`src/rtl/layer1_result_collector.sv`:
```
// Layer-1 result collector: sums the per-channel partial sums over the kernel
// taps, adds bias, saturates and applies ReLU, then streams the eight
// activations one channel per beat.
module layer1_result_collector #(
  parameter int unsigned TAPS  = 9,
  parameter int unsigned PIX_W = 10
) (
  input  logic             clk,
  input  logic             rst,
  input  logic             in_valid,
  output logic             in_ready,
  input  logic [15:0]      in_ch1,
  input  logic [15:0]      in_ch2,
  input  logic [15:0]      in_ch3,
  input  logic [15:0]      in_ch4,
  input  logic [15:0]      in_ch5,
  input  logic [15:0]      in_ch6,
  input  logic [15:0]      in_ch7,
  input  logic [15:0]      in_ch8,
  input  logic [127:0]     bias_in,
  output logic             out_valid,
  input  logic             out_ready,
  output logic [15:0]      out_data,
  output logic [2:0]       out_ch,
  output logic [PIX_W-1:0] out_pix,
  output logic             out_last
);

  localparam int unsigned TapW = (TAPS > 1) ? $clog2(TAPS) : 1;
  localparam logic [TapW-1:0] LastTap = TapW'(TAPS - 1);

  typedef enum logic {StAccum, StDrain} state_e;

  state_e           r_state, w_state_d;
  logic [TapW-1:0]  r_tap, w_tap_d;
  logic [2:0]       r_ch, w_ch_d;
  logic [PIX_W-1:0] r_pix, w_pix_d;
  logic [19:0]      r_acc [8];
  logic [19:0]      w_acc_d [8];
  logic [15:0]      r_res [8];
  logic [15:0]      w_res_d [8];
  logic [15:0]      w_in [8];
  logic [20:0]      w_sum [8];
  logic             w_accept;
  logic             w_final;
  logic             w_out_hs;

  assign w_in[0] = in_ch1;
  assign w_in[1] = in_ch2;
  assign w_in[2] = in_ch3;
  assign w_in[3] = in_ch4;
  assign w_in[4] = in_ch5;
  assign w_in[5] = in_ch6;
  assign w_in[6] = in_ch7;
  assign w_in[7] = in_ch8;

  assign w_accept = (r_state == StAccum) && in_valid;
  assign w_final  = w_accept && (r_tap == LastTap);
  assign w_out_hs = (r_state == StDrain) && out_ready;

  // Clamp a 21-bit signed sum to 0..32767 (saturate to int16, then ReLU).
  function automatic logic [15:0] sat_relu(input logic [20:0] s);
    if (s[20]) begin
      return 16'd0;
    end else if (|s[19:15]) begin
      return 16'd32767;
    end else begin
      return {1'b0, s[14:0]};
    end
  endfunction

  // Final-tap sums: accumulator + current partial sum + bias, all sign-extended.
  always_comb begin
    for (int k = 0; k < 8; k++) begin
      w_sum[k] = {r_acc[k][19], r_acc[k]}
               + {{5{w_in[k][15]}}, w_in[k]}
               + {{5{bias_in[16*k+15]}}, bias_in[16*k +: 16]};
    end
  end

  // Next-state logic for the FSM, accumulators, results and output counters.
  always_comb begin
    w_state_d = r_state;
    w_tap_d   = r_tap;
    w_ch_d    = r_ch;
    w_pix_d   = r_pix;
    for (int k = 0; k < 8; k++) begin
      w_acc_d[k] = r_acc[k];
      w_res_d[k] = r_res[k];
    end
    unique case (r_state)
      StAccum: begin
        if (w_final) begin
          for (int k = 0; k < 8; k++) begin
            w_res_d[k] = sat_relu(w_sum[k]);
            w_acc_d[k] = '0;
          end
          w_tap_d   = '0;
          w_state_d = StDrain;
        end else if (w_accept) begin
          for (int k = 0; k < 8; k++) begin
            w_acc_d[k] = r_acc[k] + {{4{w_in[k][15]}}, w_in[k]};
          end
          w_tap_d = r_tap + 1'b1;
        end
      end
      StDrain: begin
        if (w_out_hs) begin
          w_ch_d = r_ch + 3'd1;
          if (r_ch == 3'd7) begin
            w_pix_d   = r_pix + 1'b1;
            w_state_d = StAccum;
          end
        end
      end
      default: w_state_d = StAccum;
    endcase
  end

  // State registers; reset discards partial sums and pending results.
  always_ff @(posedge clk or posedge rst) begin
    if (rst) begin
      r_state <= StAccum;
      r_tap   <= '0;
      r_ch    <= '0;
      r_pix   <= '0;
      for (int k = 0; k < 8; k++) begin
        r_acc[k] <= '0;
        r_res[k] <= '0;
      end
    end else begin
      r_state <= w_state_d;
      r_tap   <= w_tap_d;
      r_ch    <= w_ch_d;
      r_pix   <= w_pix_d;
      for (int k = 0; k < 8; k++) begin
        r_acc[k] <= w_acc_d[k];
        r_res[k] <= w_res_d[k];
      end
    end
  end

  // Handshake flags depend on state only; data is zeroed outside DRAIN.
  always_comb begin
    in_ready  = (r_state == StAccum);
    out_valid = (r_state == StDrain);
    out_ch    = r_ch;
    out_pix   = r_pix;
    out_data  = out_valid ? r_res[r_ch] : 16'd0;
    out_last  = out_valid && (r_ch == 3'd7);
  end

endmodule

```
`config.mk`:
```
export PLATFORM = sky130hd
export DESIGN_NAME = layer1_result_collector
export DESIGN_NICKNAME = d
export VERILOG_FILES = /design/src/rtl/layer1_result_collector.sv
export SDC_FILE = /design/constraint.sdc
export NUM_CORES = 2
export LEC_CHECK = 0
export BUFFER_PORTS_ARGS = -buffer_cell sky130_fd_sc_hd__buf_2
export CORE_AREA = 3 3 278 280
export CTS_CLUSTER_SIZE = 8
export DETAILED_ROUTE_END_ITERATION = 8
export DIE_AREA = 0 0 281 283
export SLEW_MARGIN = 20
export SYNTH_ARGS = -nofsm -noshare
export SYNTH_HDL_FRONTEND = slang
export SYNTH_SLANG_ARGS = --single-unit
```
`constraint.sdc`:
```
create_clock -name clk -period 24.4 [get_ports clk]
set_clock_uncertainty 0.15 [all_clocks]
set_input_delay 3.66 -clock clk [delete_from_list [all_inputs] [get_ports clk]]
set_output_delay 3.66 -clock clk [all_outputs]
set_load 0.02 [all_outputs]
```
==> impl_metrics.env <==
export IMPL_ir_drop_mv=0.0641
export IMPL_netlist_area_um2=30000
export IMPL_dominantRegCellSynth="dfrtp_1"
export IMPL_fin_nets=4406
export IMPL_syn_num_nets=4145
export IMPL_fmax_mhz=137
export IMPL_endpoint="r_res[113]"
export IMPL_rsz0062_at_grt="no"
export IMPL_crit_reg2reg_capture="r_res[113]"
export IMPL_core_um2=74700
export IMPL_critPathMaxStageDelay_ns=0.64
export IMPL_synth_mux_area_share_pct=3.37
export IMPL_cp_start_kind="input pin"
export IMPL_synth_xor_area_share_pct=6.62
export IMPL_grt_use_total_pct=21.4
export IMPL_synth_edf_count=0
export IMPL_syn_avg_cell_area_um2=8.83
export IMPL_final_setup_tns_ns=0
export IMPL_crit_family="compound AO/OA/AOI/OAI gates"
export IMPL_place_inst=4581
export IMPL_clkSinkCount=298
export IMPL_end_kind="flip-flop"
export IMPL_gp_congestion=0.855
export IMPL_cp_cell_sequence="buf_2 > inv_1 > fa_1 > inv_1 > ha_1 > a211oi_1 > o21ai_0 > a2111oi_0 > nor3_1 > o21ai_0 > mux2_2 > a21oi_1 > and2_0 > a22oi_1"
export IMPL_synthSimpleGateAreaFrac_pct=14.6
export IMPL_path_depth=14
export IMPL_worst_r2r_path_depth=13
export IMPL_io_buffers=290
export IMPL_ioPinCount=292
export IMPL_antenna_left=0
export IMPL_grt_ovfl_total=0
export IMPL_grt_pass1_vias=24500
export IMPL_initial_utilization_pct=40.2
export IMPL_viasPerCell=5.46
export IMPL_ys_async_sr_fraction_pct=100
export IMPL_post_dp_hpwl_um=66100
export IMPL_cts_tree="yes"
export IMPL_ys_top_cells_by_area="dfrtp_1, ha_1, fa_1"
export IMPL_yosysWarnings=0
export IMPL_ys_ff_latch=298
export IMPL_power_density_nw_per_um2=148
export IMPL_wl_per_cell_um=18.6
export IMPL_grt_max_degree=139
export IMPL_layout_drive_gt1_share_pct=12.0
export IMPL_yosysTopAreaCell="dfrtp_1"
export IMPL_yosys_area_share_adder_pct=24.6
export IMPL_crit_required_ns=24.67
export IMPL_slew_viol_final=0
export IMPL_slowest_stage="and2_0"
export IMPL_drc_errors=0
export IMPL_maxSlewHeadroom_pct=31.8
export IMPL_synth_distinct_cells=82
export IMPL_worst_pin_slew_ns=1.02
export IMPL_area_growth_pct=12.7
export IMPL_cts_setup_buffers=0
export IMPL_p_total_mw=5.02
export IMPL_cts_buffers=46
export IMPL_first_pass_iters=6
export IMPL_hold_path_class="reg2reg"
export IMPL_grt_pass1_wl_um=136000
export IMPL_vias=25400
export IMPL_synth_compound_area_share_pct=20.9
export IMPL_cts_hold_buf=0
export IMPL_setup_viol=0
export IMPL_die_height_um=283
export IMPL_synth_top_family_by_area="adder cells"
export IMPL_root_buffer="clkbuf_16"
export IMPL_clk_pin_slew_ns=0.05
export IMPL_h_tree_depth=2
export IMPL_path_buf_inv=3
export IMPL_die_area_um2=79500
export IMPL_fin_crit_sh_pct=30.0
export IMPL_r2r_slack_ns=19.93
export IMPL_crit_arrival_ns=7.59
export IMPL_critPathMaxFanout=14
export IMPL_netlist_instances=3400
export IMPL_status="finished, final reports clean"
export IMPL_wl_um=86500
export IMPL_layoutNonFillerInstCount=4652
export IMPL_num_fill_cells=7319
export IMPL_ctsResizeCount=0
export IMPL_ys_seq_area_share_pct=24.8
export IMPL_setup_worst_path_class="in2reg"
export IMPL_cts_buffer_depth=3
export IMPL_yosysTopAreaCellShare_pct=24.8
export IMPL_core_rowCount=100
export IMPL_timing_rr_start="r_acc[142]"
export IMPL_dr_first_iter_drc_count=1575
export IMPL_antenna_found_initial=6
export IMPL_worstSkewPairLatency_ns=0.59
export IMPL_dieWidth_um=281
export IMPL_cp_startpoint="in_ch1[2]"
export IMPL_power_leakage_nw=16.3
export IMPL_hold_violations=0
export IMPL_fin_crit_ns=7.32
export IMPL_maxCapViolCount=0
state kept, by name, summed over array words and instances, names as in the netlist:
name / flops
r_acc: 160
r_res: 120
out_valid: 1
r_tap: 4
out_ch: 3
out_pix: 10
worst min-delay path by stage:
stage	from	end	depth (start not counted)
after floorplan	r_res[104]	r_res[104]	2
after global placement	out_pix[9]	out_pix[9]	1
after detailed placement	out_pix[9]	out_pix[9]	1
after CTS	out_pix[9]	out_pix[9]	1
after global routing	r_res[28]	r_res[28]	2
final	out_pix[9]	out_pix[9]	1
worst register-to-register path: stages, from the launching register on:
cell,delay [ns]
dfrtp_1,0.35
inv_1,0.07
fa_1,0.53
inv_1,0.05
ha_1,0.28
a211oi_1,0.38
o21ai_0,0.17
a2111oi_0,0.58
nor3_1,0.14
o21ai_0,0.24
mux2_2,0.36
a21oi_1,0.15
and2_0,0.64
a22oi_1,0.20
metrics by stage:
stage	worst slack (ns)	area (um2)	utilization (%)	hold WS (ns)
2_1_floorplan	12.36	30000	-	0.295
3_3_place_gp	16.58	32500	43.5	0.307
3_5_place_dp	16.52	32500	43.5	0.307
4_1_cts	17.13	33800	45.3	0.320
5_1_grt	16.74	33800	45.3	0.350
6_report	17.08	33800	45.3	0.316
Yosys cell counts (20+ instances only):
library cell,instances
dfrtp_1,298
nor2_1,200
o31ai_1,26
nand3_1,50
xor2_1,111
clkbuf_1,83
o21bai_1,20
inv_1,310
a31oi_1,32
and3_1,35
mux4_2,30
a211oi_1,33
nor2b_1,38
o21ai_0,306
o22ai_1,27
ha_1,309
xnor2_1,116
nand2b_1,54
o211ai_1,32
nand2_1,347
a21oi_1,213
a22oi_1,34
o21a_1,53
fa_1,176
a21o_1,78
mux2i_1,28
or3_1,39
nor3_1,90
cell type report:
class | instances | area [um2] | area share, %
multi-input cells | 2698 | 21100 | 62.3
well taps | 969 | 1210 | 3.58
clock inverters | 6 | 52.6 | 0.155
clock buffers | 62 | 1260 | 3.73
diodes | 2 | 5.00 | 0.0148
inverters | 311 | 1170 | 3.47
flip-flops and latches | 298 | 7460 | 22.0
repair buffers | 306 | 1580 | 4.68
power breakdown:
group	total, mW	internal [mW]	switching [mW]
Combinational	3.46	1.47	1.99
Clock	0.609	0.356	0.253
Sequential	0.949	0.719	0.230
kinds of logic (layout without fill, tap and decap cells):
logic type | Yosys count | in the layout
compound gates | 990 | 990
xor+xnor | 227 | 227
fa+ha+maj | 485 | 485
buf+inv | 404 | 685
flops | 298 | 298
mux | 63 | 63
other cells | 1 | 3
simple gates | 932 | 932
layer usage:
metal,up-vias,wire [um],GRT usage (%)
met1,12100,41600,31.6
met3,96,5260,3.28
met2,621,37900,33.1
met4,6,1690,4.60
met5,-,41,0
li1,12600,-,-
cell usage in the layout, fill, tap and decap left out, types with 30 or more instances in the layout:
| master | netlist | final |
|---|---|---|
| nor3_1 | 90 | 90 |
| or3_1 | 39 | 39 |
| fa_1 | 176 | 176 |
| xnor2_1 | 116 | 116 |
| and3_1 | 35 | 35 |
| ha_1 | 309 | 309 |
| xor2_1 | 111 | 111 |
| mux4_2 | 30 | 30 |
| buf_2 | 4 | 290 |
| o211ai_1 | 32 | 32 |
| a22oi_1 | 34 | 34 |
| o21ai_0 | 306 | 306 |
| nor2b_1 | 38 | 37 |
| a31oi_1 | 32 | 32 |
| a21o_1 | 78 | 78 |
| inv_1 | 310 | 309 |
| a211oi_1 | 33 | 33 |
| a21oi_1 | 213 | 213 |
| dfrtp_1 | 298 | 297 |
| clkbuf_16 | 0 | 47 |
| o21a_1 | 53 | 53 |
| nand2b_1 | 54 | 54 |
| nand3_1 | 50 | 50 |
| nor2_1 | 200 | 197 |
| nand2_1 | 347 | 344 |
(Power assumes the default switching activity.)
